===== src/rtl/etapa_if_id_pkg.sv =====
// Shared constants for the IF/ID stage: opcodes, NOP encoding, field positions
// and the register update action.
package etapa_if_id_pkg;

  localparam logic [5:0]  OP_RTYPE = 6'b000000;
  localparam logic [5:0]  OP_J     = 6'b000010;
  localparam logic [5:0]  OP_BEQ   = 6'b000100;
  localparam logic [5:0]  OP_LW    = 6'b100011;
  localparam logic [31:0] NOP      = 32'h0;

  // Instruction field positions (LSB of each field, MSB of the immediate)
  localparam int unsigned OPCODE_LSB = 26;
  localparam int unsigned RS_LSB     = 21;
  localparam int unsigned RT_LSB     = 16;
  localparam int unsigned RD_LSB     = 11;
  localparam int unsigned SHAMT_LSB  = 6;
  localparam int unsigned FUNCT_LSB  = 0;
  localparam int unsigned IMM_MSB    = 15;
  localparam int unsigned JADDR_W    = 26;

  // What the pipeline register does on a non-reset posedge
  typedef enum logic [1:0] {
    UPD_FLUSH,
    UPD_HOLD,
    UPD_LOAD
  } upd_e;

endpackage


===== src/rtl/etapa_if_id_unidad_riesgos.sv =====
// Load-use hazard comparator: flags when the instruction in ID reads the
// register that the load currently in EX is about to write.
module unidad_riesgos (
  input  logic       valid_d,
  input  logic       ex_mem_read,
  input  logic [4:0] ex_rt,
  input  logic [4:0] rs,
  input  logic [4:0] rt,
  output logic       hazard_stall
);

  // Register 0 is hard-wired, so a load targeting it never creates a hazard
  always_comb begin
    hazard_stall = valid_d & ex_mem_read & (ex_rt != 5'd0) &
                   ((ex_rt == rs) | (ex_rt == rt));
  end

endmodule


===== src/rtl/etapa_if_id.sv =====
// IF/ID pipeline register with early decode (beq/j), immediate sign
// extension and load-use hazard detection.
// Optional statistics counters are built when IF_ID_STATS_EN is defined.
module etapa_if_id
  import etapa_if_id_pkg::*;
#(
  parameter int unsigned WIDTH     = 32,
  parameter int unsigned CNT_WIDTH = 16
) (
  input  logic                 clk,
  input  logic                 rst_n,
  input  logic [WIDTH-1:0]     instruction_f,
  input  logic [WIDTH-1:0]     pc_plus4_f,
  input  logic                 flush,
  input  logic                 stall,
  input  logic                 ex_mem_read,
  input  logic [4:0]           ex_rt,
  output logic [WIDTH-1:0]     instruction_d,
  output logic [WIDTH-1:0]     pc_plus4_d,
  output logic                 valid_d,
  output logic [5:0]           opcode,
  output logic [5:0]           funct,
  output logic [4:0]           rs,
  output logic [4:0]           rt,
  output logic [4:0]           rd,
  output logic [4:0]           shamt,
  output logic [WIDTH-1:0]     signal_extended,
  output logic [25:0]          j_address,
  output logic                 be,
  output logic                 jump,
  output logic                 hazard_stall,
  output logic                 bubble_d,
  output logic [CNT_WIDTH-1:0] stall_count,
  output logic [CNT_WIDTH-1:0] flush_count
);

  logic [WIDTH-1:0] instruction_q, instruction_d_n;
  logic [WIDTH-1:0] pc_plus4_q, pc_plus4_d_n;
  logic             valid_q, valid_d_n;
  upd_e             upd;

  unidad_riesgos u_riesgos (
    .valid_d      (valid_q),
    .ex_mem_read  (ex_mem_read),
    .ex_rt        (ex_rt),
    .rs           (rs),
    .rt           (rt),
    .hazard_stall (hazard_stall)
  );

  // Select the update action: flush beats hold beats load
  always_comb begin
    upd = UPD_LOAD;
    if (flush)                     upd = UPD_FLUSH;
    else if (stall | hazard_stall) upd = UPD_HOLD;
  end

  // Next contents of the pipeline register
  always_comb begin
    instruction_d_n = instruction_q;
    pc_plus4_d_n    = pc_plus4_q;
    valid_d_n       = valid_q;
    case (upd)
      UPD_FLUSH: begin
        instruction_d_n = WIDTH'(NOP);
        pc_plus4_d_n    = '0;
        valid_d_n       = 1'b0;
      end
      UPD_LOAD: begin
        instruction_d_n = instruction_f;
        pc_plus4_d_n    = pc_plus4_f;
        valid_d_n       = 1'b1;
      end
      default: ;
    endcase
  end

  // Pipeline register with synchronous active-low reset
  always_ff @(posedge clk) begin
    if (!rst_n) begin
      instruction_q <= WIDTH'(NOP);
      pc_plus4_q    <= '0;
      valid_q       <= 1'b0;
    end else begin
      instruction_q <= instruction_d_n;
      pc_plus4_q    <= pc_plus4_d_n;
      valid_q       <= valid_d_n;
    end
  end

  // Field split, sign extension and early branch/jump decode
  always_comb begin
    instruction_d   = instruction_q;
    pc_plus4_d      = pc_plus4_q;
    valid_d         = valid_q;
    opcode          = instruction_q[OPCODE_LSB +: 6];
    rs              = instruction_q[RS_LSB +: 5];
    rt              = instruction_q[RT_LSB +: 5];
    rd              = instruction_q[RD_LSB +: 5];
    shamt           = instruction_q[SHAMT_LSB +: 5];
    funct           = instruction_q[FUNCT_LSB +: 6];
    j_address       = instruction_q[JADDR_W-1:0];
    signal_extended = {{(WIDTH-16){instruction_q[IMM_MSB]}}, instruction_q[IMM_MSB:0]};
    be              = valid_q & (opcode == OP_BEQ);
    jump            = valid_q & (opcode == OP_J);
    bubble_d        = hazard_stall | flush;
  end

`ifdef IF_ID_STATS_EN
  logic [CNT_WIDTH-1:0] stall_count_q, stall_count_d;
  logic [CNT_WIDTH-1:0] flush_count_q, flush_count_d;

  // Saturating event counters for applied holds and flushes
  always_comb begin
    stall_count_d = stall_count_q;
    flush_count_d = flush_count_q;
    if (upd == UPD_HOLD && stall_count_q != '1)
      stall_count_d = stall_count_q + CNT_WIDTH'(1);
    if (upd == UPD_FLUSH && flush_count_q != '1)
      flush_count_d = flush_count_q + CNT_WIDTH'(1);
  end

  // Counter registers, cleared by reset
  always_ff @(posedge clk) begin
    if (!rst_n) begin
      stall_count_q <= '0;
      flush_count_q <= '0;
    end else begin
      stall_count_q <= stall_count_d;
      flush_count_q <= flush_count_d;
    end
  end

  assign stall_count = stall_count_q;
  assign flush_count = flush_count_q;
`else
  assign stall_count = '0;
  assign flush_count = '0;
`endif

endmodule


===== config.mk =====
export PLATFORM = sky130hd
export DESIGN_NAME = etapa_if_id
export DESIGN_NICKNAME = d
export VERILOG_FILES = /design/src/rtl/etapa_if_id_pkg.sv /design/src/rtl/etapa_if_id_unidad_riesgos.sv /design/src/rtl/etapa_if_id.sv
export SDC_FILE = /design/constraint.sdc
export NUM_CORES = 1
export LEC_CHECK = 0
export CAP_MARGIN = 5
export CORE_MARGIN = 2
export CORE_UTILIZATION = 43
export DETAILED_ROUTE_END_ITERATION = 8
export PLACE_DENSITY = 0.88
export SYNTH_ARGS = -nofsm -noshare
export SYNTH_HDL_FRONTEND = slang
export SYNTH_SLANG_ARGS = --single-unit

===== constraint.sdc =====
create_clock -name clk -period 3.4 [get_ports clk]
set_clock_uncertainty 0.15 [all_clocks]
set_input_delay 0.68 -clock clk [delete_from_list [all_inputs] [get_ports clk]]
set_output_delay 0.68 -clock clk [all_outputs]
set_load 0.01 [all_outputs]

### Word level (Yosys, flattened, before mapping)

Index checks and enable logic that the tools add are counted.

* divide/modulo/power cells: 0
* shift operators: 0
* add/sub/neg operators: 0
* bitwise operators: 8
* reduce and logical (&&, ||, !) cells: 3
* mux-type cells: 5
* magnitude comparators: 0
* equality and inequality tests: 5
* multiply operators: 0

Operators with widths (count)
* $pmux W32 S2: 2
* $eq A5 B5 Y1: 2
* $eq A6 B2 Y1 const B: 1
* $eq A6 B3 Y1 const B: 1
* $and A1 B1 Y1: 5
* $reduce_bool A5 Y1: 1
* $mux W2: 2
* $or A1 B1 Y1: 3
* $eq A2 B2 Y1 const B: 1
* $logic_not A2 Y1: 1
* $pmux W1 S2: 1
* $reduce_bool A2 Y1: 1

* bits of input ports: 74
* output and inout bits: 191
* latch bits: 0
* memories kept: 0
* bits in writable memories: 0
* bits in registers: 65
* ROM bits: 0

### Depth between registers and ports, before layout

* word-level depth: 8
* depth in mapped cells: 8
* gate-level depth less buffers: 5

### Hierarchy

Synthesis repeated with hierarchy kept, for this count alone.

* cell total of the unflattened synthesis: 292
* area, all modules: 3171.8 µm²

Modules (own cells, without submodules)
* etapa_if_id: cells each 275, instances 1, area each 3039.2 µm²
* unidad_riesgos: cells each 17, instances 1, area each 132.6 µm²

### Worst setup path after synthesis

Ideal clock, no wire load.

* kind: input to output
* from: input ex_rt[3]
* to: output bubble_d
* data arrival time: 1.982 ns
* stages: 6
* slack: 0.588 ns
* path buffers: 2
* cells stage by stage: or4_1 > o211ai_2 > buf_4 > buf_6 > nor2_1 > or2_1

* longest elaborated chain between the ends: 4

Ends and longest elaborated chain
* from (decl): line etapa_if_id.sv:17 `input logic [4:0] ex_rt,`
* $eq A5 B5 Y1 or $reduce_bool A5 Y1 (tied branches): line etapa_if_id_unidad_riesgos.sv:15, etapa_if_id_unidad_riesgos.sv:14
* $or A1 B1 Y1 or $and A1 B1 Y1 (tied branches): line etapa_if_id_unidad_riesgos.sv:15, etapa_if_id_unidad_riesgos.sv:14
* $and A1 B1 Y1 *: line etapa_if_id_unidad_riesgos.sv:14 `hazard_stall = valid_d & ex_mem_read & (ex_rt != 5'd0) &`
* net hazard_stall: line etapa_if_id.sv:31 `output logic hazard_stall,`
* $or A1 B1 Y1 *: line etapa_if_id.sv:106 `bubble_d = hazard_stall | flush;`
* to (decl): line etapa_if_id.sv:32 `output logic bubble_d,`

Mark *: on every way through the listed nets, which the timed path passes. The rest lies on a longest branch.

### Worst setup path in the final report

* from: input ex_rt[4]
* to: output hazard_stall

* longest elaborated chain between the ends: 3

Ends and longest elaborated chain (line)
* $eq A5 B5 Y1 or $reduce_bool A5 Y1 (tied branches): etapa_if_id_unidad_riesgos.sv:15, etapa_if_id_unidad_riesgos.sv:14
* $or A1 B1 Y1 or $and A1 B1 Y1 (tied branches): etapa_if_id_unidad_riesgos.sv:15, etapa_if_id_unidad_riesgos.sv:14
* $and A1 B1 Y1 *: etapa_if_id_unidad_riesgos.sv:14
* to (decl): etapa_if_id.sv:31

Every way passes the cells marked *; elsewhere a longest branch is shown, timed or not.

==> results.md <==
* Multi-input combinational cell area at 2417 um2
* Worst hold endpoint: pc_plus4_d[8]
* Worst Path Buf+Inv at 3
* Vias in the first global route at 4053
* Leakage power at 2.037 nW
* Area of the mapped netlist at 4762 um2
* Max Fclk at 300.6 MHz
* Post-synthesis cell type count at 23
* RSZ-0062 raised after global routing: false
* CTS H-tree depth at 3
* Pwr Density at 324.8 nW/um2
* Mux share of post-synthesis cell area at 0%
* Total GRT Usage at 20.14%
* Maximum fanout along the worst path at 2
* Syn. warnings at 0
* DP HPWL at 8.595 mm
* Die Height at 109.2 um
* Final min period at 3.327 ns
* Hold path startpoint: pc_plus4_d[8]
* Commonest non-fill, non-tap cell in the layout: clkdlybuf4s50_1
* Register area share after synthesis at 27.33%
* R2R setup slack at 0.79 ns
* Most frequent cells in the layout: clkdlybuf4s50_1, nand2_1, nor3b_1
* Worst r2r src: instruction_d[16]
* WHS at 0.3771 ns
* Placer Congestion at 0.8393
* Hold WC Path Type: reg -> reg
* Logic pwr share at 28.6%
* Worst VDD drop at 209.8 uV
* Final setup violation count at 0
* Main combinational cell family by area after synthesis: buffers and inverters
* WL per Instance at 15.30 um
* Worst-Margin Slew at 1.108 ns
* DRT iter0 DRCs at 269
* Setup crit end kind: output port
* Max Root-Sink Buffers at 2
* Initial antenna violation count at 0
* Sequential cell fraction of total power at 41.1%
* Fin worst setup slack at 0.07294 ns
* CTS tree: done
* CTS Hold Buffers Added at 0
* Final Net Count at 773
* Critical path's slowest cell: clkdlybuf4s50_1
* Arrival @ worst endpoint at 2.50 ns
* CP Cell Sequence: clkdlybuf4s50_1 > buf_4 > xor2_1 > nor3_1 > a22oi_2 > nor2_2 > clkdlybuf4s50_1
* Post-CTS setup buffers at 0
* Vias at 4679
* CP startpoint: ex_rt[4]
* Total grt overflow at 0
* FF/Latch Area at 1301 um2
* Net switching power at 0.0006213 W
* Synth Area per Inst at 7.963 um2
* Global-route wire length before repair at 19.64 mm
* P_int at 0.001505 W
* Largest net degree at the start of global routing at 129
* Fill cells at 925
* Placeable Area at 10840 um2
* Clock power frac at 30.4%
* Period Utilization, post-route at 97.85%
* Residual DRC at 0
* Worst-Skew Late Latency at 0.32 ns
* Routed Antenna Nets at 0
* Final setup TNS at 0 ns
* Max Cap Viol at 0
* Peak per-stage delay on the critical path at 0.56 ns
* Hold path depth at 2
* Max Slew Vio Count at 0
* Post-Synth Adder-Cell Area at 0%
* Sw Share at 29.23%
* RR Endpoint: pc_plus4_d[18]
* Slew HR at 26.11%
* IO Count at 265
* I/O Buffers at 232
* Cell repeated most along the worst path: clkdlybuf4s50_1
* Reg2Reg Depth at 5
* Final wirelength at 12.91 mm
* CP Data Required Time at 2.57 ns
* FF+latch count, synth at 65
* Final Hold Vio Count at 0
* Status: finished clean
* Root Driver: clkbuf_8
* Via density at 5.544
* Total iterations of the first detailed-routing run at 7
* Die area at 11930 um2
* Synthesis-to-finish area growth at 37.44%
* Initial Utilization at 43.93%
* Post-synthesis cell count at 598
* CP delay by family, top: buffers and inverters
* Post-layout util at 60.38%
* # rows at 38
* Post-Place Setup Slack at -0.09338 ns
* Post-synthesis compound-gate area fraction at 24.07%
* # diodes at 0
* Clock Sinks at 65
* CP startpoint kind: input port
* Share of cells above drive strength 1 at 4.545%
* Chip Width at 109.2 um
* Simple-gate area share of the yosys netlist at 21.70%
* CTS buffer count at 9
* Post-Synth XOR/XNOR Area at 1.839%
* Setup CP Type: in -> out
* Clock transition at the registers of the reported paths at 0.07 ns
==> layout make-up <==
type                       instances  area share [%]
timing repair buffer             244           37.56
inverter                           1         0.05735
tap                              140           2.676
clock inverter                     3          0.6117
clock buffer                      13           2.275
sequential                        65           19.88
multi-input combinational        378           36.93
==> cell usage after synthesis <==
master	count	area share, %
inv_1	1	0.079
clkbuf_1	48	3.8
a32oi_1	64	12
dfxtp_1	65	27
o211ai_2	1	0.26
conb_1	1	0.079
nor3b_1	66	10
o311ai_1	10	1.8
buf_6	2	0.47
o311ai_0	54	9.9
nand2b_1	1	0.13
a22oi_1	1	0.16
xor2_1	10	1.8
buf_4	123	19
or4_1	1	0.16
nor4_1	1	0.13
nor3_1	2	0.21
nor2_1	3	0.24
nor2b_1	1	0.13
nand2_1	129	10
buf_2	12	1.3
a21oi_1	1	0.10
or2_1	1	0.13
==> per-stage QoR <==
stage / cells / area (um2) / power (W)
final: 844 / 6545 / 0.002126
after global placement: 828 / 6351 / 0.001479
after floorplan: 629 / 4878 / 0.001249
after detailed placement: 828 / 6351 / 0.001495
after CTS: 844 / 6543 / 0.002147
after global routing: 844 / 6545 / 0.002242
==> logic make-up (layout without fill, tap and decap cells) <==
kind of cell / Yosys count / count (layout)
other cells: 1 / 32
flops: 65 / 65
xor+xnor: 10 / 10
compound gates: 131 / 131
buf+inv: 186 / 261
simple gates: 205 / 205
==> registers in the layout (all words and copies together) (netlist names) <==
| register | flops |
|---|---|
| instruction_d | 32 |
| pc_plus4_d | 32 |
| valid_d | 1 |
==> power groups by stage <==
stage               clock (W)  sequential (W)  combinational [W]
floorplan                   0        0.000900           0.000350
global placement            0        0.000886           0.000593
detailed placement          0        0.000890           0.000605
CTS                  0.000667        0.000873           0.000607
global route         0.000705        0.000882           0.000656
finish               0.000645        0.000873           0.000608
==> tightest hold or removal path: cells and delay by family, from the launching register on <==
kind / cells / cell delay [ns]
flip-flops: 1 / 0.33
AND/OR/NAND/NOR: 1 / 0.05
AO/OA/AOI/OAI: 1 / 0.09
==> worst max path at each step <==
stage                   end  slack [ns]  depth (start not counted)
2_1_floorplan      bubble_d        0.59                          6
3_3_place_gp       bubble_d       -0.04                          6
3_5_place_dp       bubble_d       -0.09                          6
4_1_cts        hazard_stall        0.02                          7
5_1_grt        hazard_stall        0.04                          7
6_report       hazard_stall        0.07                          7
==> metal layers <==
| metal | vias to the layer above | wire (um) | global-route usage [%] |
|---|---|---|---|
| met5 | - | 0 | 0 |
| met4 | 0 | 143 | 7.505 |
| met3 | 12 | 1053 | 6.276 |
| met2 | 182 | 6497 | 33.32 |
| met1 | 2222 | 5217 | 24.50 |
| li1 | 2263 | - | - |
==> timing repair <==
action	4_1_cts	5_1_grt
pin swaps	0	0
resized for setup	2	1
endpoints found under the setup margin	1	1
gates cloned	0	0
(Power assumes the default switching activity.)
